### src/rtl/strassen_seq_ctrl.sv
// Strassen tile sequencer: steps each 2x2 tile through PRE, MULT, POST and WRITE,
// runs multi-tile jobs with a start/done handshake and stalls on memory back-pressure.
module strassen_seq_ctrl #(
  parameter int unsigned NUM_ALU   = 10,
  parameter int unsigned NUM_MUX   = 4,
  parameter int unsigned ALU_OP_W  = 3,
  parameter int unsigned MUX_SEL_W = 2,
  parameter int unsigned BLK_W     = 8,
  parameter logic [NUM_ALU-1:0] PRE_SUB_MASK  = NUM_ALU'(10'h158),
  parameter logic [NUM_ALU-1:0] POST_SUB_MASK = NUM_ALU'(10'h018)
) (
  input  logic                           clk_i,
  input  logic                           rst_ni,
  input  logic                           start_i,
  input  logic [BLK_W-1:0]               blk_cnt_i,
  input  logic                           mem_ready_i,
  output logic                           busy_o,
  output logic                           done_o,
  output logic [BLK_W-1:0]               blk_idx_o,
  output logic [NUM_ALU*ALU_OP_W-1:0]    alu_op_o,
  output logic [NUM_MUX*MUX_SEL_W-1:0]   mux_sel_o,
  output logic                           mem_we_o
);

  localparam logic [2:0] StIdle  = 3'd0;
  localparam logic [2:0] StPre   = 3'd1;
  localparam logic [2:0] StMult  = 3'd2;
  localparam logic [2:0] StPost  = 3'd3;
  localparam logic [2:0] StWrite = 3'd4;
  localparam logic [2:0] StDone  = 3'd5;

  localparam logic [ALU_OP_W-1:0] OpAdd = ALU_OP_W'(0);
  localparam logic [ALU_OP_W-1:0] OpSub = ALU_OP_W'(1);
  localparam logic [ALU_OP_W-1:0] OpMul = ALU_OP_W'(2);

  localparam int unsigned SelMax = (1 << MUX_SEL_W) - 1;

  logic [2:0]       state_q, state_d;
  logic [BLK_W-1:0] cnt_q, cnt_d;
  logic [BLK_W-1:0] idx_q, idx_d;

  // Next-state: job acceptance, stage sequencing and tile stepping.
  always_comb begin
    state_d = state_q;
    cnt_d   = cnt_q;
    idx_d   = idx_q;
    case (state_q)
      StIdle: begin
        if (start_i) begin
          cnt_d   = blk_cnt_i;
          idx_d   = '0;
          state_d = (blk_cnt_i != '0) ? StPre : StDone;
        end
      end
      StPre:  state_d = StMult;
      StMult: state_d = StPost;
      StPost: if (mem_ready_i) state_d = StWrite;
      StWrite: begin
        if (mem_ready_i) begin
          // Compare against count-1 so a full-scale count never wraps the index.
          if (idx_q == cnt_q - BLK_W'(1)) begin
            state_d = StDone;
          end else begin
            idx_d   = idx_q + BLK_W'(1);
            state_d = StPre;
          end
        end
      end
      StDone:  state_d = StIdle;
      default: state_d = StIdle;
    endcase
  end

  // State registers with asynchronous clear.
  always_ff @(posedge clk_i or negedge rst_ni) begin
    if (!rst_ni) begin
      state_q <= StIdle;
      cnt_q   <= '0;
      idx_q   <= '0;
    end else begin
      state_q <= state_d;
      cnt_q   <= cnt_d;
      idx_q   <= idx_d;
    end
  end

  assign blk_idx_o = idx_q;

  // Moore output decode: opcodes, write enable and staged mux selects.
  always_comb begin
    int unsigned stage;
    int unsigned sel;
    logic        staged;
    busy_o    = 1'b0;
    done_o    = 1'b0;
    mem_we_o  = 1'b0;
    alu_op_o  = '0;
    mux_sel_o = '0;
    stage     = 0;
    sel       = 0;
    staged    = 1'b0;
    case (state_q)
      StPre: begin
        busy_o = 1'b1;
        staged = 1'b1;
        stage  = 0;
        for (int unsigned i = 0; i < NUM_ALU; i++) begin
          alu_op_o[i*ALU_OP_W +: ALU_OP_W] = PRE_SUB_MASK[i] ? OpSub : OpAdd;
        end
      end
      StMult: begin
        busy_o = 1'b1;
        staged = 1'b1;
        stage  = 1;
        for (int unsigned i = 0; i < NUM_ALU; i++) begin
          alu_op_o[i*ALU_OP_W +: ALU_OP_W] = OpMul;
        end
      end
      StPost: begin
        busy_o   = 1'b1;
        mem_we_o = 1'b1;
        staged   = 1'b1;
        stage    = 2;
        for (int unsigned i = 0; i < NUM_ALU; i++) begin
          alu_op_o[i*ALU_OP_W +: ALU_OP_W] = POST_SUB_MASK[i] ? OpSub : OpAdd;
        end
      end
      StWrite: begin
        busy_o   = 1'b1;
        mem_we_o = 1'b1;
        staged   = 1'b1;
        stage    = 3;
      end
      StDone:  done_o = 1'b1;
      default: ;
    endcase
    if (staged) begin
      // Mux k only advances up to its own depth in the tree.
      for (int unsigned k = 0; k < NUM_MUX; k++) begin
        sel = (stage < k) ? stage : k;
        if (sel > SelMax) sel = SelMax;
        mux_sel_o[k*MUX_SEL_W +: MUX_SEL_W] = MUX_SEL_W'(sel);
      end
    end
  end

endmodule

### config.mk
export PLATFORM = sky130hd
export DESIGN_NAME = strassen_seq_ctrl
export DESIGN_NICKNAME = d
export VERILOG_FILES = /design/src/rtl/strassen_seq_ctrl.sv
export SDC_FILE = /design/constraint.sdc
export NUM_CORES = 1
export LEC_CHECK = 0
export ABC_CLOCK_PERIOD_IN_PS = 3300
export CAP_MARGIN = 5
export CORE_MARGIN = 5
export CORE_UTILIZATION = 45
export CTS_BUF_LIST = sky130_fd_sc_hd__clkbuf_2
export CTS_CLUSTER_DIAMETER = 40
export DETAILED_ROUTE_END_ITERATION = 10
export PLACE_DENSITY_LB_ADDON = 0.3
export SETUP_SLACK_MARGIN = 0.2
export SLEW_MARGIN = 20
export SYNTH_ARGS = -nofsm -noshare
export SYNTH_HDL_FRONTEND = slang
export SYNTH_SLANG_ARGS = --single-unit
### constraint.sdc
create_clock -name clk_i -period 3.3 [get_ports clk_i]
set_input_delay 0.66 -clock clk_i [delete_from_list [all_inputs] [get_ports clk_i]]
set_output_delay 0.66 -clock clk_i [all_outputs]
set_load 0.01 [all_outputs]
# Word level (Yosys, flattened, before mapping)

Cells that the tools add are included.

Add/sub/neg operators: 2
Order comparisons: 8
Eq/ne operators: 10
Multiplexer cells: 24
Reduce and logical (&&, ||, !) cells: 8

Operators with widths:

| kind                | count |
|---|---|
| $pmux 29 s3         | 1 |
| $lt 32x1->1 const B | 2 |
| $lt 32x2->1 const B | 2 |
| $mux 8              | 4 |
| $mux 2              | 8 |
| $pmux 8 s2          | 1 |
| $mux 3              | 5 |
| $pmux 3 s5          | 1 |
| $add 8x1->8 const B | 1 |
| $eq 8x8->1          | 1 |
| $gt 2x2->1 const B  | 4 |
| $ne 2x2->1 const B  | 4 |
| $reduce_bool 8->1   | 1 |
| $sub 8x1->8 const B | 1 |
| $eq 3x2->1 const B  | 2 |
| $eq 3x3->1 const B  | 2 |
| $pmux 2 s3          | 1 |
| $reduce_and 4->1    | 1 |
| $reduce_or 4->1     | 1 |
| $eq 3x1->1 const B  | 1 |
| $logic_not 3->1     | 1 |
| $mux 1              | 3 |
| $reduce_and 3->1    | 1 |
| $reduce_and 2->1    | 1 |
| other kinds (2)     | 2 |

Bits in registers: 19

# Longest topological paths before layout

Depth in word-level cells: 7
Depth in mapped cells: 9

# Worst setup path before layout

No wires, ideal clock.

Path kind: register -> register
Start: reg cnt_q[0]
End: reg idx_q[0] (netlist: blk_idx_o[0])
Library setup time: 0.125 ns
Data arrival time: 1.890 ns
Setup slack: 1.285 ns
Stages on the path, launching flop included: 10
Path buffers: 1
Period minus slack after synthesis: 2.015 ns
Cells stage by stage: dfrtp_1 inv_1 ha_1 xnor2_1 and4b_1 a41oi_1 a211oi_2 buf_6 nor2_2 mux2_2

Cells in the longest elaborated chain, start to end: 4

Ends and longest elaborated chain:

| what                              | RTL line | source |
|---|---|---|
| start, declared                   | 39       | `logic [BLK_W-1:0] cnt_q, cnt_d;` |
| start signal, assigned            | 82       | `cnt_q <= cnt_d;` |
| $sub 8x1->8                       | 61       | `if (idx_q == cnt_q - BLK_W'(1)) begin` |
| $eq 8x8->1                        | 61       |  |
| $ne 2x2->1 (no source line)       | --       |  |
| $reduce_and 4->1 (no source line) | --       |  |
| end signal, assigned              | 83       | `idx_q <= idx_d;` |
| end, declared                     | 40       | `logic [BLK_W-1:0] idx_q, idx_d;` |

No other way between the ends.
A chain may end at the register's enable or synchronous reset.

# Final worst setup path

Start: reg state_q[2]
End: out alu_op_o[7]

Cells in the longest elaborated chain, start to end: 2

Ends and longest elaborated chain:

| what                                     | RTL line | source |
|---|---|---|
| start, declared                          | 38       | `logic [2:0] state_q, state_d;` |
| start signal, assigned                   | 77       | `state_q <= StIdle;` |
| start signal, assigned                   | 81       | `state_q <= state_d;` |
| $eq 3x2->1 or $eq 3x1->1 (tied branches) | 102      | `case (state_q)` |
| $pmux 29 s3 *                            | 102      |  |
| end, declared                            | 20       | `output logic [NUM_ALU*ALU_OP_W-1:0] alu_op_o,` |

Mark *: on every way between the ends. The rest lies on a longest branch, timed or not.

==> qor.log <==
[timing] Period Utilization, post-route 86.66%
[grt] highest-utilization routing layer at the global route stage met2
[grt] GR Overflow Total 0
[synthesis] dominant cell by count in the synthesized netlist buf_4
[critical_path] type of element capturing the critical path output port
[status] status completed
[power] switching share of power 42.87%
[timing] Total Neg Setup Slack 0 ns
[power] maximum vdd ir drop 0.0004437 V
[clock_tree] clock slew seen by the registers of the worst setup and hold paths 0.18 ns
[route] wire length per cell after detailed routing 12.86 µm
[synthesis] post-synthesis instance total 186
[synthesis] share of flip-flops with an asynchronous set or reset after synthesis 100.0%
[grt] maximum number of pins on one net before global-route repair 20
[route] via count 1,271
[synthesis] cells taking the most area after synthesis dfrtp_1 (32%), buf_4 (16%), nand2_1 (7.7%)
[critical_path] required arrival time at the worst endpoint 2.64 ns
[clock_tree] TritonCTS clock tree yes
[clock_tree] number of buffers inserted to repair setup after CTS 0
[route] wirelength, routed 3331 µm
[synthesis] fraction of post-synthesis cell area in the top cell type by area 31.51%
[critical_path] largest fanout on the critical path 16
[power] switching power 0.0006268 W
[floorplanning] horizontal extent of the die 67.91 µm
[critical_path] worst path cell trace nand2b_1, nor2_1, clkdlybuf4s50_1
[power] leakage power figure 0.8054 nW
[power] areal power density over the cells 806.6 nW/µm²
[placed_design] DP HPWL 2657 µm
[timing] Final Critical Period 2.860 ns
[critical_path] arrival time at the worst endpoint 2.20 ns
[synthesis] Yosys cell types 43
[floorplanning] initial standard-cell utilization of the core 45.94%
[layout] number of standard cells in the layout, taps in and fillers out 259
[grt] met3 Usage GRT 1.642%
[critical_path] slowest CP cell clkdlybuf4s50_1
[critical_path] Setup crit start state_q[2]
[timing] actual transition at the worst max-transition pin 0.8666 ns
[synthesis] top flip-flop cell by instance count after synthesis dfrtp_1
[placed_design] weighted congestion at the end of routability-driven global placement 0.7969
[synthesis] portion of the post-synthesis area used by sequential elements 31.51%
[min_path] worst min path class reg -> reg
[timing] total count of max-transition violations in the final report 0
[clock_tree] Max Buffers Root-to-Sink 2
[clock_tree] number of buffers created by CTS 3
[layout] Total Nets Final 228
[floorplanning] area of the die 4611 µm²
[route] DRC viols 0
[synthesis] number of synthesized flops with an enable pin 0
[grt] fraction of met2 tracks used by global routing 24.79%
[route] via-per-instance ratio 4.907
[flow_run] max-cap violation count 0
[critical_path] critical path start-end classification reg -> out
[placed_design] instance count after placement with tap cells included 255
[synthesis] Synthesis Warnings 0
[grt] total track usage 14.99%
[layout] number of antenna cells inserted 0
[floorplanning] Die Height 67.91 µm
[clock_tree] clock sink total 19
[critical_path] Startpoint Class register
[timing] count of endpoints failing setup in the final report 0
[grt] number of antenna violations at the first check in global routing 0
[min_path] worst min-delay path startpoint cnt_q[7]
[timing] clock skew after layout 0.001798 ns
[synthesis] Post-Synthesis Cell Area 1509 µm²
[synthesis] number of synthesized register bits 19
[clock_tree] clock network latency to the later pin of the worst-skew pair 0.30 ns
[clock_tree] cell at the root of the clock tree clkbuf_2
[clock_tree] hold-fix buffers at CTS 0
[route] Post-DRT Antenna Nets 0
[placed_design] number of port buffers 41
[timing] final hold violation count 0
[clock_tree] number of H-tree levels 1
[route] number of optimization iterations in the first detailed-route pass 4
[layout] Synth-to-Final Area Change 20.15%
[grt] number of global-route vias before repair 1,117
[clock_tree] post-cts sizing count 0
[power] Internal Pwr Total 0.0008355 W
[timing] unrepaired setup endpoints after global routing no
[synthesis] Avg Inst Size Synth 8.113 µm²
[floorplanning] number of core rows 21
[floorplanning] core footprint 3284 µm²
[synthesis] post-synth top area cell dfrtp_1
[critical_path] Worst path max stage delay 0.64 ns
[synthesis] Post-synth top cells buf_4 (32), nand2_1 (31), dfrtp_1 (19), nor2_1 (13)
[timing] Max transition margin 42.05%
[timing] achievable clock frequency 349.7 MHz
[layout] Final Core Density 55.20%
[grt] routing usage on met1 20.57%
[power] share of power burned in combinational logic 63.0%
[floorplanning] IO Pins 61
[critical_path] RR Startpoint cnt_q[0]
[power] share of total power in sequential cells 30.0%
[power] clock network fraction of design power 7.0%
[layout] layout cell share with drive strength beyond 1 6.573%
[grt] first-pass GRT wire length 5264 µm
[route] initial DRC count 106
## final cells by class
type | count | area [µm²]
Inverter | 4 | 15.01
Sequential cell | 19 | 475.5
Clock buffer | 4 | 20.02
Fill cell | 332 | 1471
Timing Repair Buffer | 44 | 432.9
Tap cell | 46 | 57.56
Multi-Input combinational cell | 142 | 812.0
## worst paths after layout
kind                                end  slack, ns  cells past startpoint
hold reg to reg                cnt_q[7]       0.52                      2
setup / recovery            alu_op_o[7]       0.44                      3
min in group asynchronous      cnt_q[4]       0.82                      1
setup reg to reg           blk_idx_o[3]       0.96                      9
max in group asynchronous    state_q[2]       1.95                      1
hold / removal                 cnt_q[7]       0.52                      2
## cell usage in the layout, fill, tap and decap left out, types with 4 or more instances in the layout
cell type	netlist	layout
dfrtp_1	19	19
xnor2_1	5	5
clkdlybuf4s50_1	0	41
nor3_1	6	6
o21ai_0	6	6
conb_1	1	19
and3_1	4	4
nand2_1	31	31
clkbuf_2	0	4
a21oi_1	5	5
nor2_1	13	13
nand2b_1	6	6
inv_1	4	4
## cells by family after synthesis
kind of cell	Yosys count	share of synthesized area, %
AND/OR/NAND/NOR	84	28.86
buffers and inverters	43	19.15
AO/OA/AOI/OAI	26	11.77
flip-flops	19	31.51
XOR/XNOR	8	4.644
multiplexers	3	2.156
adder cells (fa/ha/maj)	2	1.658
other	1	0.2485
## worst max-delay path, delay by kind of cell (launching register included)
family	cells	cell delay, ns
DFF	1	0.58
and+or+nand+nor	2	0.68
buffers and inverters	1	0.64
## per-stage QoR
step | hold slack, ns | cell area [µm²] | power (W) | setup WS [ns]
after floorplan | 0.3644 | 1577 | 0.001067 | 1.285
after global placement | 0.4791 | 1793 | 0.001357 | 0.8438
after detailed placement | 0.4902 | 1793 | 0.001371 | 0.7933
after CTS | 0.5290 | 1813 | 0.001476 | 0.4161
after global routing | 0.5933 | 1813 | 0.001580 | 0.2355
final | 0.5248 | 1813 | 0.001462 | 0.4402
## metal layers
metal / up-vias / share of wire [%]
li1: 644 / -
met1: 599 / 47
met2: 26 / 48
met3: 2 / 3.4
met4: 0 / 0.75
met5: - / 0
## sequential cells by signal, indices dropped and copies added, names as in the netlist
register,count
state_q,3
blk_idx_o,8
cnt_q,8
## power groups by stage
stage	logic [W]	clock network [W]	registers, W
floorplan	0.000688	0	0.000379
global placement	0.000915	0	0.000441
detailed placement	0.000929	0	0.000442
CTS	0.000931	0.000107	0.000437
global route	0.00101	0.000119	0.000452
finish	0.000921	0.000102	0.000439
Power figures use the tool's default switching activity.
